### config.mk
export PLATFORM = sky130hd
export DESIGN_NAME = hazard_scheduler
export DESIGN_NICKNAME = d
export VERILOG_FILES = /design/src/rtl/hazard_scheduler.sv
export SDC_FILE = /design/constraint.sdc
export NUM_CORES = 1
export LEC_CHECK = 0
export CAP_MARGIN = 15
export CORE_MARGIN = 2
export CORE_UTILIZATION = 40
export DETAILED_ROUTE_END_ITERATION = 8
export GPL_TIMING_DRIVEN = 0
export PLACE_DENSITY = 0.68
export RECOVER_POWER = 100
export SLEW_MARGIN = 20
export SYNTH_ARGS = -nofsm -noshare
export SYNTH_HDL_FRONTEND = slang
export SYNTH_SLANG_ARGS = --single-unit
### constraint.sdc
create_clock -name clk -period 6.1 [get_ports clk]
set_clock_uncertainty 0.2 [all_clocks]
set_input_delay 1.22 -clock clk [delete_from_list [all_inputs] [get_ports clk]]
set_output_delay 1.22 -clock clk [all_outputs]
set_load 0.005 [all_outputs]
### src/rtl/hazard_scheduler.sv
// Issue/stall sequencer for the F/D/E/M/W datapath: RAW interlock against an
// in-flight destination tag pipe, branch shadow FSM, saturating stall counter.
module hazard_scheduler #(
    parameter int DEPTH     = 3,
    parameter int WB_BYPASS = 1,
    parameter int CNT_W     = 16
) (
    input  logic             clk,
    input  logic             rst,
    input  logic             validD,
    input  logic [3:0]       ra1D,
    input  logic [3:0]       ra2D,
    input  logic             useRa1D,
    input  logic             useRa2D,
    input  logic             regWriteD,
    input  logic [3:0]       wa3D,
    input  logic             branchD,
    input  logic             killE,
    output logic             stallF,
    output logic             stallD,
    output logic             flushE,
    output logic             issueE,
    output logic             branchBusy,
    output logic [CNT_W-1:0] stallCnt
);

    localparam int WIN = DEPTH - WB_BYPASS;
    localparam int SW  = $clog2(DEPTH + 1);

    typedef enum logic [1:0] {RUN, WAIT, RELEASE} state_t;

    typedef struct packed {
        logic       v;
        logic [3:0] dst;
    } tag_t;

    state_t        state, state_next;
    logic [SW-1:0] shadow, shadow_next;
    tag_t          tag [DEPTH];
    tag_t          tag0_kept;
    logic          hit1, hit2, hz;

    // A cancelled E instruction never blocks, neither now nor after it shifts.
    always_comb begin
        tag0_kept   = tag[0];
        tag0_kept.v = tag[0].v & ~killE;
    end

    always_comb begin
        hit1 = 1'b0;
        hit2 = 1'b0;
        for (int i = 0; i < WIN; i++) begin
            if (i == 0) begin
                hit1 = hit1 | (tag0_kept.v & (tag0_kept.dst == ra1D));
                hit2 = hit2 | (tag0_kept.v & (tag0_kept.dst == ra2D));
            end else begin
                hit1 = hit1 | (tag[i].v & (tag[i].dst == ra1D));
                hit2 = hit2 | (tag[i].v & (tag[i].dst == ra2D));
            end
        end
        hz = validD & ((useRa1D & hit1) | (useRa2D & hit2));
    end

    // NOTE: every output of a combinational block gets a default first, so no
    // path through the case statement can leave one unassigned and infer a latch.
    always_comb begin
        state_next  = state;
        shadow_next = shadow;
        stallF      = 1'b0;
        stallD      = 1'b0;
        flushE      = 1'b0;
        issueE      = 1'b0;
        branchBusy  = 1'b0;
        case (state)
            RUN: begin
                if (hz) begin
                    stallF = 1'b1;
                    stallD = 1'b1;
                    flushE = 1'b1;
                end else if (validD && branchD) begin
                    issueE      = 1'b1;
                    shadow_next = SW'(DEPTH - 1);
                    state_next  = (DEPTH > 1) ? WAIT : RELEASE;
                end else begin
                    issueE = validD;
                    flushE = ~validD;
                end
            end
            WAIT: begin
                branchBusy  = 1'b1;
                stallF      = 1'b1;
                stallD      = 1'b1;
                flushE      = 1'b1;
                shadow_next = shadow - SW'(1);
                if (shadow == SW'(1)) state_next = RELEASE;
            end
            RELEASE: begin
                // Branch is in W; PC loads the redirect, D holds a stale fetch.
                flushE     = 1'b1;
                branchBusy = 1'b1;
                state_next = RUN;
            end
            default: state_next = RUN;
        endcase
        if (rst) begin
            stallF     = 1'b0;
            stallD     = 1'b0;
            flushE     = 1'b0;
            issueE     = 1'b0;
            branchBusy = 1'b0;
        end
    end

    // NOTE: sequential state uses non-blocking assignments so every register
    // samples pre-edge values regardless of statement order.
    always_ff @(posedge clk) begin
        if (rst) begin
            state    <= RUN;
            shadow   <= '0;
            stallCnt <= '0;
            for (int i = 0; i < DEPTH; i++) tag[i] <= '0;
        end else begin
            state  <= state_next;
            shadow <= shadow_next;
            if (stallD && (stallCnt != '1)) stallCnt <= stallCnt + CNT_W'(1);
            tag[0] <= '{v: issueE & regWriteD, dst: wa3D};
            for (int i = 1; i < DEPTH; i++) tag[i] <= (i == 1) ? tag0_kept : tag[i-1];
        end
    end

endmodule

## After elaboration in Yosys (flattened, before gate mapping)

Memories as Yosys holds them, arrays and structs flattened.
Index checks and enable logic that the tools add are counted.
W data, S select, Z words.

| word-level totals | value |
|---|---|
| output and inout port bits | 21 |
| bits in registers | 20 |
| RAM bits | 15 |
| memories kept | 1 |
| bits of input ports | 20 |

| cells by class | value |
|---|---|
| bitwise gates (word level) | 17 |
| $add $sub $neg | 2 |
| muxes and demuxes | 26 |
| reductions and logical operators | 7 |
| equal/unequal tests | 11 |

Memory list:

| name | depth | bits a word | read ports | clocked after memory_dff | wr ports | RTL line | text |
|---|---|---|---|---|---|---|---|
| tag | 3 | 5 | 2 | 0 | 3 | 39 | `tag_t tag [DEPTH];` |

Operator list:

| cell | number |
|---|---|
| $add A16 B1 Y16 const B | 1 |
| $eq A4 B4 Y1 | 4 |
| $ne A16 B16 Y1 const B | 1 |
| $mux W5 | 3 |
| $mux W1 | 14 |
| $mux W2 | 5 |
| $and A1 B1 Y1 | 9 |
| $pmux W2 S2 | 2 |
| $ne A2 B2 Y1 const B | 3 |
| $or A1 B1 Y1 | 6 |
| $reduce_and A3 Y1 | 2 |
| $eq A2 B1 Y1 const B | 2 |
| $pmux W1 S2 | 2 |
| $eq A2 B2 Y1 const B | 1 |
| $logic_and A1 B1 Y1 | 2 |
| $logic_not A2 Y1 | 1 |
| $not A1 Y1 | 2 |
| $reduce_bool A2 Y1 | 1 |
| $reduce_or A2 Y1 | 1 |
| $sub A2 B1 Y2 const B | 1 |

## Depth between registers and ports, before layout

| depth | value |
|---|---|
| depth after elaboration | 12 |
| gate-level depth with buffers | 9 |
| mapped depth without buffers | 8 |

## Least setup slack after synthesis

Ideal clock, no wire load.

| timing path | value |
|---|---|
| kind | input -> output |
| start | input ra1D[0] |
| end | output stallF |
| data arrival time | 2.207 ns |
| buffers on the path | 1 |
| slack | 2.473 ns |
| stages on the path | 7 |
| cell sequence | xor2_1 > nor3_1 > nand4_1 > nand4_2 > a31oi_1 > nor2_1 > buf_4 |

| between the ends | value |
|---|---|
| longest elaborated chain between the ends | 9 |
| elaborated cells between the ends (all ways) | 11 |
| those cells by class | 2 x eq/ne; 3 x mux; 6 x bitwise |

RTL lines:

| item | RTL line | text |
|---|---|---|
| from (decl) | 11 | `input logic [3:0] ra1D,` |
| $eq A4 B4 Y1 (on tied branches) | - |  |
| $and A1 B1 Y1 (on tied branches) | 54, 57 |  |
| $or A1 B1 Y1 * | 57 | `hit1 = hit1 \| (tag[i].v & (tag[i].dst == ra1D));` |
| $and A1 B1 Y1 * | 61 | `hz = validD & ((useRa1D & hit1) \| (useRa2D & hit2));` |
| $or A1 B1 Y1 * | 61 |  |
| $and A1 B1 Y1 * | 61 |  |
| $mux W1 * | - |  |
| $pmux W1 S2 * | - |  |
| $mux W1 * | - |  |
| to (decl) | 19 | `output logic stallF,` |

Mark *: on every way between the ends. The rest lies on a longest branch, timed or not.

## Worst setup path after layout

| timing path | value |
|---|---|
| start | input ra2D[1] |
| end | output stallF |

| between the ends | value |
|---|---|
| longest elaborated chain between the ends | 9 |
| elaborated cells between the ends (all ways) | 11 |
| those cells by class | 2 x eq/ne; 3 x mux; 6 x bitwise |

RTL lines:

| item | RTL line | text |
|---|---|---|
| from (decl) | 12 | `input logic [3:0] ra2D,` |
| $eq A4 B4 Y1 (on tied branches) | - |  |
| $and A1 B1 Y1 (on tied branches) | 55, 58 |  |
| $or A1 B1 Y1 * | 58 | `hit2 = hit2 \| (tag[i].v & (tag[i].dst == ra2D));` |
| $and A1 B1 Y1 * | 61 |  |
| $or A1 B1 Y1 * | 61 |  |
| $and A1 B1 Y1 * | 61 |  |
| $mux W1 * | 76 | `if (hz) begin` |
| $pmux W1 S2 * | 74 | `case (state)` |
| $mux W1 * | 105 | `if (rst) begin` |

Marked as above.

==> summary.md <==
| Metric | Value |
|---|---|
| Worst r2r src | tag[0][3]$_SDFF_PP0_ |
| CTS sink count | 30 |
| Synthesized Nets | 203 |
| Sequential Power Share | 0.481 |
| Post-synth top flop | dfxtp_1 |
| Fraction of registers with async set/reset | 0 |
| CTS Buf Count | 5 |
| Fin Setup TNS | 0 ps |
| Hold WS | 286 ps |
| Mapped Cells | 178 |
| Cts repair resizes | 0 |
| Worst Tran Pin Value | 700 ps |
| DR WL/cell | about 13 um |
| Die Width | 66.6 um |
| DRC errors left | 0 |
| Via count | about 1.4k |
| Yosys reg bits | 30 |
| Setup Viol. Count Final | 0 |
| Seq/Total Area, Yosys | 0.383 |
| Layout fillers | 368 |
| Status | completed |
| Fin crit share | 0.809 |
| Drt pass-1 iters | 4 |
| Largest net degree at the start of global routing | 11 |
| Area of the die | between 4000 and 5000 um2 |
| RePlAce Congestion | approximately 0.77 |
| Net Sw Frac | 0.249 |
| Largest cells by area after synthesis | dfxtp_1 38%, xor2_1 8.9%, nor2b_1 5.2% |
| Remaining global-route overflow | 0 |
| Clock Pin Slew Worst Setup and Hold Paths | 60 ps |
| Number of enable flip-flop cells after synthesis | 0 |
| Worst slew margin | 0.528 |
| Final hold violation count | 0 |
| Hpwl dp | about 2600 um |
| Post-DR vias/cell | 5.26 |
| Commonest non-fill, non-tap cells in the layout | 30 x dfxtp_1, 23 x dlygate4sd3_1, 17 x clkdlybuf4s50_1 |
| PnR worst setup slack | 1170 ps |
| Crit. End Element | output pin |
| Max-cap violations | 0 |
| CTS tree | yes |
| PwrDens | 202 nW/um2 |
| CTS root buffer | clkbuf_8 |
| Die Y | 66.6 um |
| Max-slew violation count | 0 |
| Clk_lat worst skew | around 280 ps |
| Total power | ~0.43 mW |
| Synthesized area | 1570 um2 |
| Hold crit path type | reg -> reg |
| Maximum vdd drop | 0.0000801 V |
| Critical path type | in -> out |
| Clock share of power | 0.393 |
| Cell Rows | 22 |
| Antenna Cells | 0 |
| Leakage | 0.808 nW |
| Antenna Nets Post-Route | 0 |
| Arr. time, crit path | 3510 ps |
| Starting density of the core | 0.422 |
| Nets | 250 |
| Synth warnings | 0 |
| Critical Path Fanout Max | 9 |
| Antenna violations before repair | 0 |
| Number of global-route vias before repair | 1,342 |
| Area after DPL | 2030 um2 |
| Tot GR Track Use | 0.177 |
| CTS max path bufs | 2 |
| Core area | 3720 um2 |
| Mean Syn Cell Area | 8.81 um2 |
| Fin crit period | 4930 ps |
| IO Pins | 41 |
| Synth area leader | dfxtp_1 |
| Critical path launch point | ra2D[1] |
| Internal power | 0.320 mW |
| Sw power | 0.106 mW |
| Number of I/O port buffers | 40 |
| DRT iter0 DRCs | 75 |
| Hold Startpoint | shadow[1]$_SDFFE_PP0P_ |
| Fin area | 2100 um2 |
| Combinational fraction of design power | 0.126 |
| H-tree levels | 2 |
| Netlist cell types | 37 |
| Achievable Freq | 203 MHz |
| Pre-CTS setup slack | 1370 ps |
| First-pass GRT wire length | 5890 um |
| Top-area cell type share of the netlist area | 0.383 |
| CP Data Required Time | 4680 ps |
| Area Overhead vs Synth | 34.1% |
| Total length of routed wires | between 3000 and 4000 um |
| CTS Hold Buffers Added | 0 |
| Post-CTS Setup Bufs | 0 |
| Most common cell after layout, fill and taps aside | dfxtp_1 |
| Nature of the critical path startpoint | input pin |
| Share of cells above drive strength 1 | 0.0575 |
| RSZ-0062 raised after global routing | no |
## stage by stage
stage / instances / utilization
2_1_floorplan: 178 / -
3_3_place_gp: 266 / 0.546
3_5_place_dp: 266 / 0.546
4_1_cts: 274 / 0.572
5_1_grt: 274 / 0.566
6_report: 274 / 0.566
## power groups by stage
stage	clock (mW)	combinational [mW]	sequential (mW)
CTS	0.171	0.0566	0.205
global route	0.181	0.0594	0.206
detailed placement	0	0.0562	0.209
global placement	0	0.0558	0.209
finish	0.167	0.0536	0.205
floorplan	0	0.0302	0.209
## layout make-up
class / instances / area (um2) / area share
clock buffers: 6 / 82.6 / 0.0393
repair buffers: 40 / 400 / 0.190
flip-flops and latches: 30 / 601 / 0.286
plain buffers: 7 / 30.0 / 0.0143
multi-input cells: 133 / 887 / 0.422
clock inverters: 2 / 12.5 / 0.00595
inverters: 8 / 30.0 / 0.0143
well taps: 48 / 60.1 / 0.0286
## registers in the layout (all words and copies together), names as in the netlist
| name | flops |
|---|---|
| state | 2 |
| stallCnt | 16 |
| shadow | 2 |
| tag | 10 |
## logic make-up (layout without fill, tap and decap cells)
| group | count (synthesis) | in the layout | share of synthesized area |
|---|---|---|---|
| fa+ha+maj | 5 | 5 | 0.0399 |
| flops | 30 | 30 | 0.383 |
| buf+inv | 15 | 63 | 0.0454 |
| compound gates | 39 | 39 | 0.159 |
| xor+xnor | 20 | 20 | 0.112 |
| simple gates | 69 | 69 | 0.262 |
## path summary, 6_finish.rpt
check | slack (ps) | end | cells after the start
max | 1170 | stallF | 9
min | 290 | shadow[1]$_SDFFE_PP0P_ | 2
max reg2reg | 3000 | stallCnt[6]$_SDFFE_PP0P_ | 9
min reg2reg | 290 | shadow[1]$_SDFFE_PP0P_ | 2
## per-layer routing
metal,wire [um],GRT usage,vias up
met5,0,0,-
met4,53,0.0689,0
met3,222,0.0524,6
met2,1540,0.288,37
met1,1720,0.218,661
li1,-,-,737
## Yosys cell counts (2+ instances only)
library cell and n:
or3_1 6, a21oi_1 13, xor2_1 16, clkbuf_1 4, and4_1 2, nor4_1 2
o21ai_1 12, buf_4 2, nand4_1 8, nand2_1 5, xnor2_1 4, a211oi_1 2
nor2b_1 13, nor2_1 9, ha_1 5, o31ai_1 5, dfxtp_1 30, inv_1 8
nor3_1 6, or4_1 4, nand3_1 6
## critical path: stages
cell           delay, ps
dlygate4sd3_1        590
xor2_1               180
nor3_1                70
nand4_1               80
nand4_1              300
a31oi_1              270
nor2_1                80
buf_4                150
dlygate4sd3_1        560
Power figures use the tool's default switching activity.
